$ cat src/rtl/song_draw_ctrl.sv
// Control FSM for the note-highway datapath: clears the screen, then draws the 12 note
// boxes once per frame. Define STEP_MODE_EN to advance frames from the step input.
module song_draw_ctrl #(
  parameter int FRAME_TICKS = 12500000,
  parameter int SONG_LEN    = 112,
  parameter int BOX_LAT     = 3,
  parameter int DEF_LAT     = 2
) (
  input  logic        clock,
  input  logic        reset,
  input  logic        start,
`ifdef STEP_MODE_EN
  input  logic        step,
`endif
  output logic        shiftSong,
  output logic        writeToScreen,
  output logic        loadX,
  output logic        loadY,
  output logic        loadStartAddress,
  output logic        loadDefault,
  output logic        writeDefault,
  output logic        songDone,
  output logic [15:0] gridCounter,
  output logic [3:0]  boxCounter,
  output logic [14:0] pixelCount,
  output logic        plot,
  output logic        busy
);

  localparam int TICK_W  = (FRAME_TICKS > 1) ? $clog2(FRAME_TICKS) : 1;
  localparam int SHIFT_W = $clog2(SONG_LEN + 1);
  localparam int LAT_MAX = (BOX_LAT > DEF_LAT) ? BOX_LAT : DEF_LAT;
  localparam int LAT_W   = (LAT_MAX > 1) ? $clog2(LAT_MAX) : 1;

  localparam logic [15:0] LAST_GRID = {8'd239, 8'd179};
  localparam logic [14:0] LAST_PIX  = {8'd59, 7'd59};

  typedef enum logic [2:0] {
    IDLE, CLEAR, DRAIN_D, WAIT, SHIFT, DRAW, DRAIN_B, DONE
  } stateT;

  stateT               state;
  logic [TICK_W-1:0]   tickCount;
  logic [LAT_W-1:0]    latCount;
  logic [SHIFT_W-1:0]  shiftCount;
  logic                drawValid;
  logic [DEF_LAT-1:0]  defPipe;
  logic [BOX_LAT-1:0]  boxPipe;
  logic                frameAdvance;

`ifdef STEP_MODE_EN
  assign frameAdvance = step;
`else
  assign frameAdvance = (tickCount == TICK_W'(FRAME_TICKS - 1));
`endif

  // Each path's valid bit runs through its own delay line so plot lines up with the
  // datapath latency of whichever path produced the pixel.
  assign plot = defPipe[DEF_LAT-1] | boxPipe[BOX_LAT-1];

  // NOTE: every register here, including the plot delay lines, is reset synchronously so
  // that no half-drawn pixel can leak onto plot after reset.
  always_ff @(posedge clock) begin
    if (!reset) begin
      state            <= IDLE;
      busy             <= 1'b0;
      shiftSong        <= 1'b0;
      writeToScreen    <= 1'b0;
      loadX            <= 1'b0;
      loadY            <= 1'b0;
      loadStartAddress <= 1'b0;
      loadDefault      <= 1'b0;
      writeDefault     <= 1'b0;
      songDone         <= 1'b0;
      gridCounter      <= '0;
      boxCounter       <= '0;
      pixelCount       <= '0;
      tickCount        <= '0;
      latCount         <= '0;
      shiftCount       <= '0;
      drawValid        <= 1'b0;
      defPipe          <= '0;
      boxPipe          <= '0;
    end else begin
      shiftSong        <= 1'b0;
      songDone         <= 1'b0;
      loadStartAddress <= 1'b0;
      defPipe          <= (defPipe << 1) | DEF_LAT'(loadDefault);
      boxPipe          <= (boxPipe << 1) | BOX_LAT'(drawValid);

      case (state)
        IDLE: begin
          if (start) begin
            state        <= CLEAR;
            busy         <= 1'b1;
            loadDefault  <= 1'b1;
            writeDefault <= 1'b1;
            gridCounter  <= '0;
          end
        end

        CLEAR: begin
          if (gridCounter == LAST_GRID) begin
            state       <= DRAIN_D;
            loadDefault <= 1'b0;
            gridCounter <= '0;
            latCount    <= '0;
          end else if (gridCounter[7:0] == 8'd179) begin
            gridCounter <= {gridCounter[15:8] + 8'd1, 8'd0};
          end else begin
            gridCounter[7:0] <= gridCounter[7:0] + 8'd1;
          end
        end

        DRAIN_D: begin
          if (latCount == LAT_W'(DEF_LAT - 1)) begin
            state        <= WAIT;
            writeDefault <= 1'b0;
            tickCount    <= '0;
          end else begin
            latCount <= latCount + LAT_W'(1);
          end
        end

        WAIT: begin
          if (frameAdvance) begin
            state     <= SHIFT;
            shiftSong <= 1'b1;
          end else begin
            tickCount <= tickCount + TICK_W'(1);
          end
        end

        SHIFT: begin
          state            <= DRAW;
          shiftCount       <= shiftCount + SHIFT_W'(1);
          boxCounter       <= 4'd1;
          writeToScreen    <= 1'b1;
          loadX            <= 1'b1;
          loadY            <= 1'b1;
          loadStartAddress <= 1'b1;
          drawValid        <= 1'b1;
          pixelCount       <= '0;
        end

        DRAW: begin
          if (pixelCount == LAST_PIX) begin
            state     <= DRAIN_B;
            drawValid <= 1'b0;
            latCount  <= '0;
          end else if (pixelCount[6:0] == 7'd59) begin
            pixelCount <= {pixelCount[14:7] + 8'd1, 7'd0};
          end else begin
            pixelCount[6:0] <= pixelCount[6:0] + 7'd1;
          end
        end

        DRAIN_B: begin
          if (latCount == LAT_W'(BOX_LAT - 1)) begin
            pixelCount <= '0;
            if (boxCounter < 4'd12) begin
              state            <= DRAW;
              boxCounter       <= boxCounter + 4'd1;
              loadStartAddress <= 1'b1;
              drawValid        <= 1'b1;
            end else begin
              boxCounter    <= '0;
              writeToScreen <= 1'b0;
              loadX         <= 1'b0;
              loadY         <= 1'b0;
              if (shiftCount == SHIFT_W'(SONG_LEN)) begin
                state    <= DONE;
                songDone <= 1'b1;
              end else begin
                state     <= WAIT;
                tickCount <= '0;
              end
            end
          end else begin
            latCount <= latCount + LAT_W'(1);
          end
        end

        DONE: begin
          state      <= IDLE;
          busy       <= 1'b0;
          shiftCount <= '0;
        end

        default: state <= IDLE;
      endcase
    end
  end

endmodule

$ cat config.mk
export PLATFORM = sky130hd
export DESIGN_NAME = song_draw_ctrl
export DESIGN_NICKNAME = d
export VERILOG_FILES = /design/src/rtl/song_draw_ctrl.sv
export SDC_FILE = /design/constraint.sdc
export NUM_CORES = 1
export LEC_CHECK = 0
export BUFFER_PORTS_ARGS = -buffer_cell sky130_fd_sc_hd__buf_2
export CAP_MARGIN = 20
export CORE_MARGIN = 4
export CORE_UTILIZATION = 63
export CTS_CLUSTER_DIAMETER = 120
export DETAILED_ROUTE_END_ITERATION = 12
export PLACE_DENSITY = 0.93
export SETUP_SLACK_MARGIN = 0.3
export SLEW_MARGIN = 20
export SYNTH_ARGS = -nofsm -noshare
export SYNTH_HDL_FRONTEND = slang
export SYNTH_SLANG_ARGS = --single-unit
export TNS_END_PERCENT = 100
$ cat constraint.sdc
create_clock -name clock -period 3.9 [get_ports clock]
set_clock_uncertainty 0.05 [all_clocks]
set_input_delay 0.975 -clock clock [delete_from_list [all_inputs] [get_ports clock]]
set_output_delay 0.975 -clock clock [all_outputs]
set_load 0.01 [all_outputs]
Word level (Yosys, flattened, before mapping)
Index checks and enable logic that the tools add are counted.
- register bits after elaboration: 84
- input port bits: 3
- logic and storage cells: 140
- add/subtract/negate cells: 8
- magnitude comparators: 1
- equality and inequality tests: 30
- multiplexer cells: 52
- bitwise operators: 6
- reduce and logical (&&, ||, !) cells: 24
- operator list (cell ; number):
    $mux W24 ; 5
    $pmux W24 S3 ; 1
    $pmux W15 S3 ; 1
    $mux W16 ; 2
    $pmux W16 S2 ; 1
    $mux W15 ; 2
    $ne A2 B2 Y1 const B ; 14
    $add A24 B1 Y24 const B ; 1
    $add A8 B1 Y8 const B ; 3
    $eq A24 B24 Y1 const B ; 1
    $mux W3 ; 8
    $mux W8 ; 3
    $pmux W3 S8 ; 1
    $eq A16 B16 Y1 const B ; 1
    $eq A15 B13 Y1 const B ; 1
    $reduce_and A3 Y1 ; 5
    $add A7 B1 Y7 const B ; 2
    $pmux W7 S2 ; 1
    $eq A3 B3 Y1 const B ; 4
    $mux W1 ; 12
    $reduce_and A6 Y1 ; 2
    $pmux W1 S2 ; 5
    $reduce_bool A2 Y1 ; 5
    $eq A8 B8 Y1 const B ; 1
    other kinds (27) ; 39

Longest topological paths before layout
- depth after elaboration: 5
- gate-level depth with buffers: 8

Least setup slack after synthesis
Ideal clock, no wire load.
- path type: register to register
- start point: register gridCounter[7]
- end point: register state[1]
- setup time: 0.119 ns
- arrival time: 2.115 ns
- setup slack: 1.617 ns
- cell stages (with the launch flop): 7
- path buffers: 1
- cell sequence: dfxtp_1 -> or3b_1 -> or4_1 -> and2_4 -> buf_6 -> or3_1 -> o221a_1
- cells in the longest elaborated chain, start to end: 3
- ends and longest elaborated chain (what ; line ; text):
    start, declared ; 23 ; output logic [15:0] gridCounter,
    start signal, assigned ; 109 ; gridCounter <= {gridCounter[15:8] + 8'd1, 8'd0};
    start signal, assigned ; 111 ; gridCounter[7:0] <= gridCounter[7:0] + 8'd1;
    $eq A16 B16 Y1 ; 103 ; if (gridCounter == LAST_GRID) begin
    $ne A2 B2 Y1 (no source line) ; n/a ;
    $reduce_and A6 Y1 (no source line) ; n/a ;
    end signal, assigned ; 104 ; state <= DRAIN_D;
    end signal, assigned ; 117 ; state <= WAIT;
    end signal, assigned ; 127 ; state <= SHIFT;
    end, declared ; 42 ; stateT state;
No other way between the ends.
A chain may end at the register's enable or synchronous reset.

Worst setup path in the final report
- start point: register state[2]
- end point: register state[1]
- cells in the longest elaborated chain, start to end: 3
- elaborated cells on any way between the ends: 16
- those cells by class: 13 x eq/ne; 1 x mux; 2 x reduce/logical
- ends and longest elaborated chain (what ; line ; text):
    start signal, assigned ; 65 ; state <= IDLE;
    start signal, assigned ; 94 ; state <= CLEAR;
    start signal, assigned ; 104 ;
    $eq A3 B3 Y1, or another cell as far along ; 91 ; case (state)
    $ne A2 B2 Y1 (no source line) ; n/a ;
    $reduce_and A6 Y1 (no source line) ; n/a ;
Several ways; a longest one is shown, not always the timed one.

==> metrics.yaml <==
status: "finished, final reports clean"
p_leak_nw: 1.70
async_flop_share: 0
grt_pass1_wl_microns: 18500
die_w_microns: 92.0
drc: 0
cap_violations: 0
synth_warnings: 0
synth_top_area_share: 0.378
synth-edff-count: 0
htree_levels: 3
core_sq_um: 6830
via_per_inst: 6.50
path_max_fanout: 22
postSynthCellCount: 549
dr.pass1.iters: 5
yosysMostFrequentCell: "dfxtp_1"
final_antenna_net_count: 0
grt_usage: 0.261
grt_overflow_total: 0
synth_common_cells: "84 x dfxtp_1, 60 x nor2_1, 47 x a21oi_1, 40 x nand2_1, 37 x o21ai_0"
yosysSeqAreaShare: 0.378
post-route-period-util: 0.682
ys.flop_type: "dfxtp_1"
synth_nets: 562
max_slew_margin: 0.444
clk_pin_slew_worst_paths_ps: 80
area_growth_pct: 10.7
seq_area_sq_um: 1680
vdd_drop_max_v: 0.000220
fin_total_pwr_mw: 1.73
wl_per_cell_microns: 16.1
cts_buffers: 9
num_rows: 30
setup_tns_ps: 0
top_layer: "met4"
grt_max_degree: 27
post_cts_buffers: 0
layout-drive-gt1-share: 0.142
clock_latency_ps: 360
period_needed_ps: 2660
finalSetupViolCount: 0
crit_required_ps: 4110
crit_type: "reg2reg"
cts_resized: 0
die-area_sq_um: 8460
clockBufferDepth: 2
tritoncts: "yes"
syn_area_sq_um: 4440
p_per_area_nw_per_um2: 352
ys_ff_latch: 84
die_h_microns: 92.0
wl_met1_microns: 4650
start_kind: "register"
portBuffers: 47
vias: 4456
hold_viol_final: 0
place_inst: 670
cts_hold_buf: 0
ys_types: 66
cp.arrival_ps: 2860
fmax_ghz: 0.376
setup.worst_path.end_class: "register"
synth_area_leaders: "dfxtp_1 38%, a21oi_1 5.3%, nor2_1 5.1%"
cts_root_buf: "clkbuf_8"
wirelength_microns: 11000
first_global_vias: 4021
rsz0062_at_grt: "no"
drt_iter0_markers: 443
fin_cells: 686
synth_area_per_cell_sq_um: 8.10
clkSinkCount: 84
drv_slew: 0
start_util: 0.651
gp_congestion: 0.884
io_pins: 48
tightest_slew_ps: 833
nNetsFinal: 598
fillers: 541
yosys.area.top_type: "dfxtp_1"
hpwl_microns: 7470
antenna_found_initial: 0
wl_met2_microns: 5340
diodes: 0
multi_input_area_sq_um: 2600
r2r_slack_ps: 1240
wl_met3_microns: 859
hp-class: "reg2reg"
==> state kept, by name, summed over array words and instances (netlist names) <==
| name | flops |
|---|---|
| loadY | 1 |
| boxPipe | 3 |
| songDone | 1 |
| state | 3 |
| gridCounter | 16 |
| busy | 1 |
| loadDefault | 1 |
| latCount | 2 |
| shiftCount | 7 |
| tickCount | 24 |
| loadStartAddress | 1 |
| drawValid | 1 |
| shiftSong | 1 |
| writeDefault | 1 |
| boxCounter | 4 |
| defPipe | 2 |
| pixelCount | 15 |
==> critical path: stages, from the launching register on <==
cell     delay (ps)
dfxtp_1         770
inv_1           260
and3_1          400
o21a_1          400
or3_1           440
o221a_1         220
==> stage by stage <==
step | worst slack (ps) | util | cell area, sq um | hold slack (ps)
after floorplan | 1620 | - | 4440 | 362
after CTS | 1340 | 0.720 | 4920 | 382
final | 1240 | 0.720 | 4920 | 382
after global placement | 1370 | 0.692 | 4730 | 366
after global routing | 1120 | 0.720 | 4920 | 405
after detailed placement | 1250 | 0.692 | 4730 | 367
==> routing by layer <==
metal	global-route usage	vias to the layer above
met1	0.334	2082
met4	0.0965	0
li1	-	2120
met2	0.426	230
met5	0	-
met3	0.0656	24
==> area by class of cell <==
type	count	share of cell area
Clock buffer	10	0.0259
Clock inverter	6	0.0132
Inverter	11	0.00839
Multi-Input combinational cell	425	0.528
Sequential cell	84	0.342
Tap cell	96	0.0244
Timing Repair Buffer	54	0.0585
==> cells in the final DEF (no fill, tap or decap), drive strengths merged, types with 13 or more instances in the layout <==
cell and n:
nand3 20, a21oi 48, buf 54, or3 13, nand2 40, nand4 16, o21ai 38, nor2 60
dfxtp 84
==> path summary, 6_finish.rpt <==
check | cells past startpoint | startpoint | to
min | 1 | boxPipe[0] | boxPipe[1]
min reg2reg | 1 | boxPipe[0] | boxPipe[1]
max | 5 | state[2] | state[1]
max reg2reg | 5 | state[2] | state[1]
==> report_power, final <==
group	leakage, nW	internal (mW)	switching (mW)	total, mW
registers	0.678	0.874	0.0269	0.901
clock network	0.0845	0.295	0.315	0.610
logic	0.940	0.0759	0.144	0.220
total	1.70	1.24	0.486	1.73
==> kinds of logic (layout without fill, tap and decap cells) <==
| group | after synthesis | after routing | share of synthesized area |
|---|---|---|---|
| adders and majority gates | 10 | 10 | 0.0282 |
| xor gates and xnor gates | 12 | 12 | 0.0236 |
| and+or+nand+nor | 243 | 243 | 0.299 |
| DFF | 84 | 84 | 0.378 |
| buffers and inverters | 40 | 81 | 0.0374 |
| AOI/OAI and AO/OA | 157 | 157 | 0.226 |
| muxes | 3 | 3 | 0.00676 |
No activity file was read; power rests on OpenSTA's default activity.
